<file path="config.mk">
export PLATFORM = sky130hd
export DESIGN_NAME = led_pwm_sequencer
export DESIGN_NICKNAME = d
export VERILOG_FILES = /design/src/rtl/led_pwm_pkg.sv /design/src/rtl/led_pwm_channel.sv /design/src/rtl/led_pwm_sequencer.sv
export SDC_FILE = /design/constraint.sdc
export NUM_CORES = 1
export LEC_CHECK = 0
export CAP_MARGIN = 10
export CORE_AREA = 4 4 123 125
export CTS_BUF_LIST = sky130_fd_sc_hd__clkbuf_4 sky130_fd_sc_hd__clkbuf_8
export DETAILED_ROUTE_END_ITERATION = 8
export DIE_AREA = 0 0 127 129
export GPL_TIMING_DRIVEN = 0
export PLACE_DENSITY = 0.65
export SYNTH_ARGS = -nofsm -noshare
export SYNTH_HDL_FRONTEND = slang
export SYNTH_SLANG_ARGS = --single-unit
</file>
<file path="constraint.sdc">
create_clock -name clk -period 2.6 [get_ports clk]
set_input_delay 0.78 -clock clk [delete_from_list [all_inputs] [get_ports clk]]
set_output_delay 0.78 -clock clk [all_outputs]
set_load 0.05 [all_outputs]
</file>
<file path="src/rtl/led_pwm_pkg.sv">
// Shared encodings and helpers for the LED PWM sequencer.
// Duty values are 8-bit; mode 3 is reserved and decodes as static.
package led_pwm_pkg;

  typedef logic [7:0] duty_t;

  localparam logic [1:0] MODE_BREATHE = 2'd0;
  localparam logic [1:0] MODE_CHASE   = 2'd1;
  localparam logic [1:0] MODE_STATIC  = 2'd2;

  localparam duty_t DUTY_FULL       = 8'hFF;
  localparam duty_t CHASE_TAIL_DUTY = 8'd64;

  // Perceptual map (d*d)>>8; full scale stays full so "always on" is preserved.
  function automatic duty_t gamma_map(input duty_t d);
    logic [15:0] sq;
    sq = {8'd0, d} * {8'd0, d};
    return (d == DUTY_FULL) ? DUTY_FULL : sq[15:8];
  endfunction

endpackage

</file>
<file path="src/rtl/led_pwm_channel.sv">
// One LED channel: optional gamma map (LED_GAMMA_EN) and registered PWM compare.
// Without LED_GAMMA_EN the duty is compared linearly.
module led_pwm_channel
  import led_pwm_pkg::*;
(
  input  logic       clk,
  input  logic       resetn,
  input  logic       enable,
  input  logic [7:0] pwm_cnt,
  input  logic [7:0] duty,
  output logic       led
);

  duty_t duty_eff;
  logic  led_q, led_d;

`ifdef LED_GAMMA_EN
  assign duty_eff = gamma_map(duty);
`else
  assign duty_eff = duty;
`endif

  assign led_d = enable & ((duty_eff == DUTY_FULL) | (pwm_cnt < duty_eff));

  always_ff @(posedge clk or negedge resetn) begin
    if (!resetn) led_q <= 1'b0;
    else         led_q <= led_d;
  end

  assign led = led_q;

endmodule

</file>
<file path="src/rtl/led_pwm_sequencer.sv">
// Eight-LED PWM sequencer (breathe / chase / static); duties change only at frame wrap.
// Optional gamma-corrected compare is enabled by defining LED_GAMMA_EN.
module led_pwm_sequencer
  import led_pwm_pkg::*;
#(
  parameter int PRESCALE     = 16,
  parameter int BREATHE_STEP = 4,
  parameter int CHASE_FRAMES = 8
) (
  input  logic       clk,
  input  logic       resetn,
  input  logic       enable,
  input  logic [1:0] mode,
  input  logic [7:0] static_pattern,
  output logic [7:0] leds,
  output logic       frame_tick
);

  localparam int PW = (PRESCALE > 1) ? $clog2(PRESCALE) : 1;
  localparam int CW = (CHASE_FRAMES > 1) ? $clog2(CHASE_FRAMES) : 1;
  localparam logic [PW-1:0] PRE_LAST = PW'(PRESCALE - 1);
  localparam logic [CW-1:0] CHF_LAST = CW'(CHASE_FRAMES - 1);
  localparam logic [8:0]    STEP9    = 9'(BREATHE_STEP);

  logic [PW-1:0] presc_q, presc_d;
  logic [7:0]    pwm_q, pwm_d;
  logic          frame_tick_q, frame_tick_d;
  logic [1:0]    mode_q, mode_d;
  logic [7:0]    pattern_q, pattern_d;
  logic [7:0]    level_q, level_d;
  logic          dir_up_q, dir_up_d;
  logic [2:0]    idx_q, idx_d;
  logic [CW-1:0] frm_q, frm_d;
  duty_t         duty_q [8];
  duty_t         duty_d [8];
  logic          step, frame_end;
  logic [8:0]    sum9;

  assign step      = enable && (presc_q == PRE_LAST);
  assign frame_end = step && (pwm_q == 8'hFF);
  assign sum9      = {1'b0, level_q} + STEP9;

  always_comb begin
    presc_d      = (!enable || step) ? '0 : presc_q + 1'b1;
    pwm_d        = !enable ? 8'd0 : (step ? pwm_q + 8'd1 : pwm_q);
    frame_tick_d = frame_end;
    // Inputs sampled at frame end drive the duties of the frame that starts now.
    mode_d       = frame_end ? mode : mode_q;
    pattern_d    = frame_end ? static_pattern : pattern_q;
    level_d      = level_q;
    dir_up_d     = dir_up_q;
    idx_d        = idx_q;
    frm_d        = frm_q;
    duty_d       = duty_q;
    if (frame_end) begin
      case (mode_d)
        MODE_BREATHE: begin
          if (dir_up_q) begin
            if (sum9 >= 9'd255) begin
              level_d  = 8'hFF;
              dir_up_d = 1'b0;
            end else begin
              level_d = sum9[7:0];
            end
          end else if ({1'b0, level_q} <= STEP9) begin
            level_d  = 8'd0;
            dir_up_d = 1'b1;
          end else begin
            level_d = level_q - STEP9[7:0];
          end
          for (int i = 0; i < 8; i++) duty_d[i] = level_d;
        end
        MODE_CHASE: begin
          if (frm_q == CHF_LAST) begin
            frm_d = '0;
            idx_d = idx_q + 3'd1;
          end else begin
            frm_d = frm_q + 1'b1;
          end
          for (int i = 0; i < 8; i++) begin
            if (3'(i) == idx_d)               duty_d[i] = DUTY_FULL;
            else if (3'(i) == idx_d - 3'd1)   duty_d[i] = CHASE_TAIL_DUTY;
            else                              duty_d[i] = 8'd0;
          end
        end
        default: begin
          for (int i = 0; i < 8; i++) duty_d[i] = pattern_d[i] ? DUTY_FULL : 8'd0;
        end
      endcase
    end
  end

  always_ff @(posedge clk or negedge resetn) begin
    if (!resetn) begin
      presc_q      <= '0;
      pwm_q        <= 8'd0;
      frame_tick_q <= 1'b0;
      mode_q       <= MODE_BREATHE;
      pattern_q    <= 8'd0;
      level_q      <= 8'd0;
      dir_up_q     <= 1'b1;
      idx_q        <= 3'd0;
      frm_q        <= '0;
      for (int i = 0; i < 8; i++) duty_q[i] <= 8'd0;
    end else begin
      presc_q      <= presc_d;
      pwm_q        <= pwm_d;
      frame_tick_q <= frame_tick_d;
      mode_q       <= mode_d;
      pattern_q    <= pattern_d;
      level_q      <= level_d;
      dir_up_q     <= dir_up_d;
      idx_q        <= idx_d;
      frm_q        <= frm_d;
      duty_q       <= duty_d;
    end
  end

  for (genvar g = 0; g < 8; g++) begin : g_ch
    led_pwm_channel u_ch (
      .clk     (clk),
      .resetn  (resetn),
      .enable  (enable),
      .pwm_cnt (pwm_q),
      .duty    (duty_q[g]),
      .led     (leds[g])
    );
  end

  assign frame_tick = frame_tick_q;

endmodule

</file>
==> impl_metrics.env <==
export IMPL_startpoint_type="flip-flop"
export IMPL_fin_skew_ns=0.0217
export IMPL_crit_type="reg2reg"
export IMPL_syn_nets=749
export IMPL_dieHeight_um=129
export IMPL_cts_tree="built"
export IMPL_first_iter_violations=290
export IMPL_core_area_um2=13900
export IMPL_postLayoutSetupSlackWorst_ns=0.0467
export IMPL_wl_per_cell_um=19.2
export IMPL_synthToLayoutAreaGrowth_pct=16.8
export IMPL_h_tree_depth=3
export IMPL_diodes=0
export IMPL_cts_made_buffers=9
export IMPL_setup_viol=0
export IMPL_p_leak_nw=3.87
export IMPL_tightest_slew_ns=0.706
export IMPL_ys_flop_type="dfrtp_1"
export IMPL_p_per_area_nw_per_um2=400
export IMPL_grtUsageTotal_pct=21.8
export IMPL_viasPerCell=5.87
export IMPL_gr_total_overflow=0
export IMPL_ir_drop_v=0.000255
export IMPL_post_route_drc_count=0
export IMPL_drtAntennaViolNets=0
export IMPL_relSlewSlack_pct=53.0
export IMPL_place_area_um2=6920
export IMPL_setup_tns_ns=0
export IMPL_die_area_um2=16400
export IMPL_pin_count=22
export IMPL_cts_buffer_depth=2
export IMPL_clkSlewWorstSetupHoldPaths_ns=0.10
export IMPL_antenna_found_initial=0
export IMPL_ys_async_sr_fraction_pct=100
export IMPL_ys_seq_area_share_pct=41.4
export IMPL_fin_crit_sh_pct=98.2
export IMPL_cp_arrival_ns=2.87
export IMPL_ys_warnings_count=0
export IMPL_maxSlewViolCount=0
export IMPL_final_area_um2=7550
export IMPL_rows=43
export IMPL_grt_max_degree=71
export IMPL_ys_types=60
export IMPL_multiInputGateArea_um2=3530
export IMPL_initial_core_util_pct=46.6
export IMPL_syn_mean_instance_area_um2=9.63
export IMPL_clk_latency_ns=0.40
export IMPL_grt_pass1_vias=5313
export IMPL_nets=799
export IMPL_grt_pass1_wl_um=27900
export IMPL_nFillCells=1246
export IMPL_syn_inst=671
export IMPL_finalPower_mw=3.02
export IMPL_totalWireLength_um=17400
export IMPL_dieWidth_um=127
export IMPL_place_hpwl_um=12100
export IMPL_drive_gt1_share_pct=14.2
export IMPL_vias=5322
export IMPL_pre_cts_slack_ns=-1.22
export IMPL_endpoint_kind="flip-flop"
export IMPL_required_ns=2.91
export IMPL_seq_area_um2=2690
export IMPL_ys_seq_elements=107
export IMPL_place_congestion=0.923
export IMPL_cp_max_fo=5
export IMPL_utilization_pct=54.4
export IMPL_synth_cell_area_um2=6460
export IMPL_synth_edff_count=0
export IMPL_cap_viol_max_count=0
export IMPL_hold_violations=0
export IMPL_cts_root_buffer="clkbuf_8"
export IMPL_port_buffers=21
export IMPL_period_needed_ns=2.55
export IMPL_status="finished, final reports clean"
export IMPL_clock_sinks=107
export IMPL_timing_fmax_mhz=392
export IMPL_hold_path_class="in2async"
export IMPL_drtPass1Iterations=5
[worst max-delay path, stage by stage, from the launching register on]
cell and delay [ns]:
dfrtp_1 0.41, buf_6 0.14, clkinvlp_4 0.12, ha_4 0.29
nand2b_1 0.06, a2111o_1 0.41, a211oi_4 0.25, buf_4 0.16
o21ai_4 0.10, a21oi_4 0.22, buf_6 0.16, a2bb2oi_1 0.16
[Yosys cell counts, drive strengths merged, types with 14 or more instances]
cell type	instances	area [um2]
a21o	15	113
a21oi	29	171
a22oi	16	120
a2bb2oi	38	333
clkbuf	23	86.3
dfrtp	106	2650
ha	65	813
inv	73	274
nand2	60	225
nand3	14	82.6
nand4	17	106
nor2	16	60.1
o21ai	39	203
o22a	14	123
[where the power goes]
group / switching [mW] / internal [mW] / total (mW)
sequential: 0.00493 / 1.67 / 1.68
clock: 0.607 / 0.585 / 1.19
combinational: 0.0931 / 0.0545 / 0.148
[flip-flops by register name, summed over array words and instances (netlist names), 3 cells and up]
register / flops
duty_q: 64
pattern_q: 5
g_ch.u_ch.led: 8
frm_q: 3
level_q: 8
idx_q: 3
presc_q: 4
pwm_q: 8
[stage by stage]
step	std cells	hold WS (ns)
6_report	906	0.354
2_1_floorplan	671	0.445
5_1_grt	906	0.374
3_3_place_gp	872	0.459
3_5_place_dp	873	0.463
4_1_cts	896	0.355
[worst paths after layout]
| path | start | end | slack (ns) | cells past startpoint |
|---|---|---|---|---|
| setup / recovery | level_q[2]$_DFFE_PN0P_ | duty_q[49]$_DFFE_PN0P_ | 0.05 | 11 |
| hold / removal | resetn | frm_q[1]$_DFFE_PN0P_ | 0.35 | 1 |
| setup reg to reg | level_q[2]$_DFFE_PN0P_ | duty_q[49]$_DFFE_PN0P_ | 0.05 | 11 |
| hold reg to reg | presc_q[0]$_DFF_PN0_ | presc_q[0]$_DFF_PN0_ | 0.49 | 1 |
| max in group asynchronous | resetn | duty_q[40]$_DFFE_PN0P_ | 1.51 | 2 |
| min in group clk | presc_q[0]$_DFF_PN0_ | presc_q[0]$_DFF_PN0_ | 0.49 | 1 |
[area by class of cell]
class | instances | share of cell area (%)
plain buffers | 34 | 2.30
clock buffers | 11 | 1.92
clock inverters | 5 | 1.13
inverters | 73 | 3.68
multi-input cells | 455 | 46.8
flip-flops and latches | 107 | 35.6
well taps | 180 | 2.98
repair buffers | 41 | 5.58
[placed cells by master, fill, tap and decap left out, types with 16 or more instances in the layout]
cell type        synthesis  final
dfrtp_1                106     99
inv_1                   73     72
ha_1                    65     64
nand2_1                 60     60
o21ai_0                 34     33
a2bb2oi_1               38     25
buf_4                    9     23
a21oi_1                 26     23
clkdlybuf4s50_1          0     19
clkbuf_1                23     18
nand4_1                 17     17
a22oi_1                 16     16
[layer usage]
metal | global-route usage (%) | wire length (um)
met4 | 9.53 | 521
met5 | 0 | 0
met3 | 3.15 | 836
met2 | 34.8 | 8110
met1 | 29.5 | 7910
[kinds of logic (layout without fill, tap and decap cells)]
family	Yosys count	in the layout	synth area share (%)
adders and majority gates	65	65	12.6
buffers and inverters	109	164	6.89
DFF	107	107	41.4
muxes	3	3	0.484
AOI/OAI and AO/OA	203	203	22.7
and+or+nand+nor	172	172	14.3
xor gates and xnor gates	12	12	1.63
[timing repair]
action                     in CTS  in global routing
pin swaps                       5                 11
setup endpoints to repair      74                 56
hold buffers                    0                  0
setup buffers                   9                 10
gates resized for setup        24                 34
Power figures use the tool's default switching activity.
